**src/rtl/kypd_scanner.sv**
```systemverilog
// Purpose : column-scan controller for a 4x4 keypad (PmodKYPD); debounces whole scans and reports one key.
// Latency : a press is reported on the cycle after the column-3 capture of the DebounceScans-th identical scan.
// Backpres: none; key_valid_o is a single-cycle strobe and is not held for a consumer.
//
// Ports:
//   clk_i         system clock
//   rst_ni        asynchronous active-low reset
//   row_i[3:0]    synchronized row lines, active low (0 = key closed in driven column)
//   col_o[3:0]    column drive, active low, at most one bit low
//   key_code_o    hex code of the last accepted key
//   key_valid_o   one-cycle strobe when a new key is accepted
//   key_pressed_o level, high while an accepted key is held
module kypd_scanner #(
  parameter int unsigned ColSettleCycles = 1000,
  parameter int unsigned DebounceScans   = 4
) (
  input  logic       clk_i,
  input  logic       rst_ni,
  input  logic [3:0] row_i,
  output logic [3:0] col_o,
  output logic [3:0] key_code_o,
  output logic       key_valid_o,
  output logic       key_pressed_o
);

  localparam int unsigned CntW = $clog2(ColSettleCycles);
  localparam int unsigned StbW = $clog2(DebounceScans + 1);
  localparam logic [CntW-1:0] CntLast = CntW'(ColSettleCycles - 1);
  localparam logic [StbW-1:0] StbMax  = StbW'(DebounceScans);

  // The settle time has to cover the row synchronizer chain plus one cycle
  // of pad/keypad propagation, which never drops below 4 cycles.
  if (ColSettleCycles < 4) begin : g_bad_settle
    $error("kypd_scanner: ColSettleCycles must be at least 4");
  end
  if (DebounceScans < 1) begin : g_bad_debounce
    $error("kypd_scanner: DebounceScans must be at least 1");
  end

  typedef enum logic [1:0] {
    RES_NONE  = 2'd0,
    RES_KEY   = 2'd1,
    RES_MULTI = 2'd2
  } res_kind_e;

  // Keypad legend, indexed by {col[1:0], row[1:0]}.
  function automatic logic [3:0] key_map(input logic [3:0] idx);
    logic [3:0] code;
    case (idx)
      4'd0:    code = 4'h1;
      4'd1:    code = 4'h4;
      4'd2:    code = 4'h7;
      4'd3:    code = 4'h0;
      4'd4:    code = 4'h2;
      4'd5:    code = 4'h5;
      4'd6:    code = 4'h8;
      4'd7:    code = 4'hF;
      4'd8:    code = 4'h3;
      4'd9:    code = 4'h6;
      4'd10:   code = 4'h9;
      4'd11:   code = 4'hE;
      4'd12:   code = 4'hA;
      4'd13:   code = 4'hB;
      4'd14:   code = 4'hC;
      default: code = 4'hD;
    endcase
    return code;
  endfunction

  // Scan sequencing state
  logic            running;     // low only between reset release and the first edge
  logic [1:0]      col_idx;
  logic [CntW-1:0] settle_cnt;
  logic [11:0]     row_acc;     // closed-key bits of columns 0..2 of the current scan

  // Debounce state
  res_kind_e       cand_kind;
  logic [3:0]      cand_code;
  logic [StbW-1:0] stable_cnt;

  // Scan evaluation (only meaningful on the column-3 capture edge)
  logic [15:0]     scan_bits;
  logic [1:0]      hit_cnt;     // saturates at 2: only none/one/many matters
  logic [3:0]      hit_idx;
  res_kind_e       res_kind;
  logic [3:0]      res_code;
  logic            same_res;
  logic [StbW-1:0] next_stable;
  logic            slot_end;
  logic            scan_end;

  always_comb begin
    scan_bits = {~row_i, row_acc};
    hit_cnt   = 2'd0;
    hit_idx   = 4'd0;
    for (int i = 0; i < 16; i++) begin
      if (scan_bits[i]) begin
        hit_idx = i[3:0];
        if (hit_cnt != 2'd2) begin
          hit_cnt = hit_cnt + 2'd1;
        end
      end
    end

    case (hit_cnt)
      2'd0:    res_kind = RES_NONE;
      2'd1:    res_kind = RES_KEY;
      default: res_kind = RES_MULTI;
    endcase
    res_code = key_map(hit_idx);

    // A key result only matches the candidate if the code matches as well.
    same_res = (res_kind == cand_kind) &&
               ((res_kind != RES_KEY) || (res_code == cand_code));

    if (!same_res) begin
      next_stable = StbW'(1);
    end else if (stable_cnt == StbMax) begin
      next_stable = StbMax;
    end else begin
      next_stable = stable_cnt + StbW'(1);
    end

    slot_end = running && (settle_cnt == CntLast);
    scan_end = slot_end && (col_idx == 2'd3);
  end

  always_ff @(posedge clk_i or negedge rst_ni) begin
    if (!rst_ni) begin
      running       <= 1'b0;
      col_idx       <= 2'd0;
      settle_cnt    <= '0;
      row_acc       <= '0;
      col_o         <= 4'b1111;
      cand_kind     <= RES_NONE;
      cand_code     <= 4'h0;
      stable_cnt    <= '0;
      key_code_o    <= 4'h0;
      key_valid_o   <= 1'b0;
      key_pressed_o <= 1'b0;
    end else begin
      key_valid_o <= 1'b0;

      if (!running) begin
        // First edge after reset: start driving column 0.
        running    <= 1'b1;
        col_idx    <= 2'd0;
        settle_cnt <= '0;
        col_o      <= 4'b1110;
      end else if (slot_end) begin
        // Last cycle of the slot: capture rows, move to the next column.
        settle_cnt <= '0;
        col_idx    <= col_idx + 2'd1;
        col_o      <= ~(4'b0001 << (col_idx + 2'd1));
        case (col_idx)
          2'd0:    row_acc[3:0]  <= ~row_i;
          2'd1:    row_acc[7:4]  <= ~row_i;
          2'd2:    row_acc[11:8] <= ~row_i;
          default: row_acc       <= '0;
        endcase
      end else begin
        settle_cnt <= settle_cnt + CntW'(1);
      end

      if (scan_end) begin
        cand_kind  <= res_kind;
        cand_code  <= res_code;
        stable_cnt <= next_stable;

        if (next_stable == StbMax) begin
          if (res_kind == RES_KEY) begin
            // Saturation plus the held-code compare keeps a held key from re-strobing.
            if (!key_pressed_o || (key_code_o != res_code)) begin
              key_code_o    <= res_code;
              key_pressed_o <= 1'b1;
              key_valid_o   <= 1'b1;
            end
          end else begin
            // Ghosted (multi-key) scans read as released; the last code is kept.
            key_pressed_o <= 1'b0;
          end
        end
      end
    end
  end

endmodule
```
**config.mk**
```make
export PLATFORM = sky130hd
export DESIGN_NAME = kypd_scanner
export DESIGN_NICKNAME = d
export VERILOG_FILES = /design/src/rtl/kypd_scanner.sv
export SDC_FILE = /design/constraint.sdc
export NUM_CORES = 1
export LEC_CHECK = 0
export CAP_MARGIN = 20
export CORE_UTILIZATION = 55
export CTS_CLUSTER_SIZE = 20
export DETAILED_ROUTE_END_ITERATION = 7
export PLACE_DENSITY = 0.8
export SKIP_CTS_REPAIR_TIMING = 1
export SYNTH_ARGS = -nofsm -noshare
export SYNTH_HDL_FRONTEND = slang
export SYNTH_SLANG_ARGS = --single-unit
```
**constraint.sdc**
```tcl
create_clock -name clk_i -period 22.6 [get_ports clk_i]
set_clock_uncertainty 0.15 [all_clocks]
set_input_delay 4.52 -clock clk_i [delete_from_list [all_inputs] [get_ports clk_i]]
set_output_delay 4.52 -clock clk_i [all_outputs]
set_load 0.005 [all_outputs]
```
# Yosys cells after proc, flatten, opt, wreduce, memory -nomap -nowiden
# Memory sizes are Yosys's and may differ from the RTL's.
# Index checks and enable logic that the tools add are counted.
[totals]
register_bits = 44
romBits = 64
in_bits = 6
out_inout_bits = 10
elab_cells = 147
mem_count = 1
[op_classes]
n_addsub = 18
n_eq_ne = 29
n_shift = 1
mux = 64
n_bitwise = 5
reduce_logical = 16
[memory_table]
columns = ["memory", "words", "width", "rd", "rd_clocked_by_memory_dff", "wr", "line_no", "text"]
rows = [
  ["(name not given)", 16, 4, 1, 0, 0, "49", "case (idx)"],
]
[ops]
columns = ["operator", "count"]
rows = [
  ["$mux W2", 32],
  ["$mux W4", 16],
  ["$add A2 B1 Y2 const B", 16],
  ["$ne A2 B2 Y1 const B", 15],
  ["$pmux W4 S2", 3],
  ["$mux W10", 2],
  ["$reduce_and A3 Y1", 4],
  ["$add A10 B1 Y10 const B", 1],
  ["$eq A10 B10 Y1 const B", 1],
  ["$mux W1", 8],
  ["$not A4 Y4", 2],
  ["$eq A2 B1 Y1 const B", 3],
  ["$eq A3 B3 Y1 const B", 2],
  ["$mux W3", 2],
  ["$ne A2 B1 Y1 const B", 3],
  ["$reduce_or A2 Y1", 3],
  ["$eq A2 B2 Y1 const B", 2],
  ["$eq A4 B4 Y1", 1],
  ["$logic_not A2 Y1", 2],
  ["$ne A4 B4 Y1", 1],
  ["$pmux W2 S2", 1],
  ["$reduce_and A4 Y1", 1],
  ["$shl A1 B2 Y4 const A", 1],
  ["$add A3 B1 Y3 const B", 1],
  ["5 further kinds", 10],
]

# Logic depth before layout (Yosys ltp)
[depth]
depth_word = 55
ltp_mapped = 29
mapped_depth_nobuf = 26

# Worst setup path after synthesis
# No wires, ideal clock.
[synth_path]
kind = "in2reg"
from = "input row_i[1]"
to = "register key_code_o[0]"
setup_time_ps = 125
t_arrival_ps = 7472
required_ps = 22325
slack_ps = 14853
cell_stages = 12
path_buffers = 2
cell_sequence = "clkbuf_1 -> nand2_1 -> o21ai_0 -> ha_1 -> mux2_2 -> o21ai_0 -> xor2_1 -> nor4_1 -> o311ai_0 -> or4_1 -> buf_6 -> mux2_4"
[synth_via]
elab_chain_cells = 16
elab_cells_between_ends = 28
cone_classes = "add/sub (2); eq/ne (9); mux (10); bitwise (1); reduce/logical (5); memory (1)"
[synth_rtl]
columns = ["element", "line_no", "text"]
rows = [
  ["start: declaration", "19", "input logic [3:0] row_i,"],
  ["$not A4 Y4 *", "93", "scan_bits = {~row_i, row_acc};"],
  ["$mux W2", "97", "if (scan_bits[i]) begin"],
  ["$add A2 B1 Y2 or $ne A2 B2 Y1 (tied branches)", "100, 99", ""],
  ["$mux W2", "99", "if (hit_cnt != 2'd2) begin"],
  ["$mux W2", "97", ""],
  ["$add A2 B1 Y2 or $ne A2 B2 Y1 (tied branches)", "100, 99", ""],
  ["$mux W2", "99", ""],
  ["$mux W2", "97", ""],
  ["$eq A2 B1 Y1 or $logic_not A2 Y1 (tied branches)", "105", "case (hit_cnt)"],
  ["$pmux W2 S2", "105", ""],
  ["$ne A2 B1 Y1", "114", "((res_kind != RES_KEY) || (res_code == cand_code));"],
  ["$logic_or A1 B1 Y1", "114", ""],
  ["$logic_and A1 B1 Y1", "113", "same_res = (res_kind == cand_kind) &&"],
  ["$mux W3", "116", "if (!same_res) begin"],
  ["$eq A3 B3 Y1", "170", "if (next_stable == StbMax) begin"],
  ["$reduce_and A4 Y1 (no source line)", "-", ""],
  ["end signal: assignment", "174", "key_code_o <= res_code;"],
  ["end: declaration", "21", "output logic [3:0] key_code_o,"],
]
# Mark *: on every way between the ends. The rest lies on a longest branch, timed or not.
# A chain may end at the register's enable or synchronous reset.

# Final worst setup path
[layout_path]
from = "input row_i[2]"
to = "register key_code_o[2]"
[layout_via]
elab_chain_cells = 13
elab_cells_between_ends = 23
cone_classes = "add/sub (1); eq/ne (8); mux (7); bitwise (1); reduce/logical (5); memory (1)"
[layout_rtl]
columns = ["element", "line_no"]
rows = [
  ["$not A4 Y4 *", "93"],
  ["$mux W2", "97"],
  ["$add A2 B1 Y2 or $ne A2 B2 Y1 (tied branches)", "100, 99"],
  ["$mux W2", "99"],
  ["$mux W2", "97"],
  ["$eq A2 B1 Y1 or $logic_not A2 Y1 (tied branches)", "105"],
  ["$pmux W2 S2", "105"],
  ["$ne A2 B1 Y1", "114"],
  ["$logic_or A1 B1 Y1", "114"],
  ["$logic_and A1 B1 Y1", "113"],
  ["$mux W3", "116"],
  ["$eq A3 B3 Y1", "170"],
  ["$reduce_and A4 Y1 (no source line)", "-"],
]
# Marks and branches as above.

==> impl_metrics.env <==
export IMPL_worstHoldStart="settle_cnt[0]$_DFF_PN0_"
export IMPL_gp_congestion=0.959
export IMPL_synth_edf_count=0
export IMPL_clk_pin_slew_ns=0.08
export IMPL_drive_gt1_frac=0.133
export IMPL_drc=0
export IMPL_startpoint="row_i[2]"
export IMPL_num_rows=31
export IMPL_clock_sinks=44
export IMPL_reg2reg_from="row_acc[1]$_DFFE_PN0P_"
export IMPL_async_flop_share=1.00
export IMPL_drt_wl_total_um=9270
export IMPL_critPathBufInv=2
export IMPL_r2r_slack_ns=14.40
export IMPL_post_place_ws_ns=13.99
export IMPL_cts_tree="built"
export IMPL_start_util=0.575
export IMPL_synthFlopType="dfrtp_1"
export IMPL_grt_usage=0.245
export IMPL_first_iter_violations=294
export IMPL_finalCriticalPeriod_ns=8.36
export IMPL_drt_pass1_iterations=6
export IMPL_placed_cell_area_mm2=0.00435
export IMPL_grt_max_degree=45
export IMPL_synth_seq_cells=44
export IMPL_diodes=0
export IMPL_final_cell_area_mm2=0.00446
export IMPL_vias=3819
export IMPL_hold_path_class="reg -> reg"
export IMPL_cp_common_cell="o21ai_0"
export IMPL_pin_count=16
export IMPL_antenna_found_initial=0
export IMPL_rsz0062_at_grt="false"
export IMPL_ys_types=90
export IMPL_core_area_mm2=0.00729
export IMPL_seq_area_mm2=0.00111
export IMPL_fp_dieArea_mm2=0.00798
export IMPL_critPathLaunchType="input port"
export IMPL_grt_pass1_wl_um=15700
export IMPL_multi_input_area_mm2=0.00288
export IMPL_slew_headroom=0.337
export IMPL_drtAntennaViolNets=0
export IMPL_drt_vias_per_instance=6.40
export IMPL_totalNegativeSetupSlack_ns=0
export IMPL_required_ns=22.63
export IMPL_instances_no_fill=597
export IMPL_hpwl_um=6980
export IMPL_gr_total_overflow=0
export IMPL_crit_path_end_kind="flip-flop"
export IMPL_setup_viol=0
export IMPL_cpMaxStageDelayCell="or4_1"
export IMPL_crit_chain="clkdlybuf4s50_1 > clkinv_1 > nor2_1 > o21ai_0 > ha_1 > mux2_2 > o21ai_0 > xor2_1 > nor4_1 > o311ai_0 > or4_1 > mux2_4"
export IMPL_path_class="in -> reg"
export IMPL_nNetsFinal=520
export IMPL_cts_path_max_buffers=2
export IMPL_grt_pass1_vias=3450
export IMPL_die_y_um=89.3
export IMPL_synth_avg_cell_area_um2=8.42
export IMPL_max_freq_mhz=120
export IMPL_p_leak_uw=0.00182
export IMPL_peakVddDrop_v=0.0000420
export IMPL_cts_max_level=2
export IMPL_path_delay_family="simple AND/OR/NAND/NOR gates"
export IMPL_wl_per_cell_um=15.5
export IMPL_syn_to_final_growth_pct=6.42
export IMPL_hold_viol=0
export IMPL_ys_warn_count=0
export IMPL_slowest_delay_ns=0.61
export IMPL_cap_viol_max_count=0
export IMPL_fillerInstances=664
export IMPL_timing_final_ws_setup_ns=14.24
export IMPL_synth_cells=498
export IMPL_cp_max_fo=10
export IMPL_cts_root_buffer_cell="clkbuf_8"
export IMPL_placed_cells=588
export IMPL_fin_crit_sh=0.370
export IMPL_insertion_delay_ns=0.30
export IMPL_cts_made_buffers=5
export IMPL_port_buffers=15
export IMPL_arrival_ns=8.39
export IMPL_syn_area_mm2=0.00419
export IMPL_power_density_mw_per_mm2=32.4
export IMPL_syn_nets=521
export IMPL_slew_viol_final=0
export IMPL_die_w_um=89.3
export IMPL_tightest_slew_ns=0.988
export IMPL_ys_seq_area_frac=0.264
export IMPL_outcome="finished clean"
worst paths after layout:
path                            cells after the start                   endpoint
worst max register to register                     25  key_code_o[2]$_DFFE_PN0P_
worst min-delay path                                1    settle_cnt[0]$_DFF_PN0_
min in group asynchronous                           1   cand_kind[1]$_DFFE_PN0P_
worst min register to register                      1    settle_cnt[0]$_DFF_PN0_
worst max-delay path                               12  key_code_o[2]$_DFFE_PN0P_
max in group asynchronous                           2       col_o[0]$_DFFE_PN1P_
stage by stage:
stage / power, uW / util / hold WS (ns)
final: 144 / 0.612 / 0.343
after detailed placement: 93.1 / 0.596 / 0.335
after CTS: 145 / 0.609 / 0.347
after global placement: 92.9 / 0.596 / 0.323
after floorplan: 88.8 / - / 0.297
after global routing: 150 / 0.612 / 0.391
area by class of cell:
cell class / count / area share
Clock buffer: 6 / 0.0185
Sequential cell: 44 / 0.248
Timing Repair Buffer: 17 / 0.0387
Inverter: 21 / 0.0177
Tap cell: 99 / 0.0278
Multi-Input combinational cell: 408 / 0.646
Clock inverter: 2 / 0.00308
metal layers:
layer	vias to the layer above	part of all wire	global-route usage
li1	1849	-	-
met1	1876	0.46	0.330
met2	82	0.50	0.424
met3	12	0.031	0.0222
met4	0	0.0098	0.0664
met5	-	0	0
synth_stat cells, drive strengths merged, types with 5 or more instances:
master  number  area share
a211o        6       0.013
a211oi      10       0.018
a21oi       24       0.030
a31o         7       0.015
a31oi        6       0.013
and2         7       0.010
and3        10       0.015
buf          9       0.015
clkbuf      16       0.014
dfrtp       40        0.24
ha          17       0.051
inv         18       0.016
mux2         6       0.020
nand2       44       0.040
nand2b       8       0.012
nand3       24       0.029
nand4        6       0.013
nor2        42       0.039
nor2b        8       0.012
nor3        20       0.029
nor4         5      0.0075
o211ai      12       0.021
o21ai       39       0.053
o31ai        7       0.017
or2          6      0.0090
xnor2       17       0.041
xor2        13       0.027
cell usage in the layout, fill, tap and decap left out, types with 12 or more instances in the layout:
| cell type | instances |
|---|---|
| ha_1 | 17 |
| inv_1 | 18 |
| dfrtp_1 | 40 |
| xnor2_1 | 14 |
| clkdlybuf4s50_1 | 14 |
| a21oi_1 | 23 |
| xor2_1 | 13 |
| nand3_1 | 24 |
| nor3_1 | 17 |
| o211ai_1 | 12 |
| nand2_1 | 43 |
| o21ai_0 | 30 |
| nor2_1 | 40 |
power breakdown:
part           total (uW)  internal [uW]  switching [uW]  leakage [uW]
registers            79.9           79.2           0.696      0.000502
clock network        52.3           25.0            27.2     0.0000516
logic                12.3           4.40            7.86       0.00127
flip-flops by register name, indices dropped and copies added, names as in the netlist:
signal	cells
col_idx	2
key_code_o	4
key_pressed_o	1
col_o	4
running	1
stable_cnt	3
key_valid_o	1
cand_code	4
cand_kind	2
settle_cnt	10
row_acc	12
kinds of logic (layout without fill, tap and decap cells):
family,count (synthesis),count (layout),share of synthesized area
buffers and inverters,46,46,0.0483
XOR/XNOR,30,30,0.0680
multiplexers,10,10,0.0292
adder cells (fa/ha/maj),17,17,0.0507
other,1,1,0.000894
AO/OA/AOI/OAI,154,154,0.292
AND/OR/NAND/NOR,196,196,0.247
flip-flops,44,44,0.264
(Power assumes the default switching activity.)
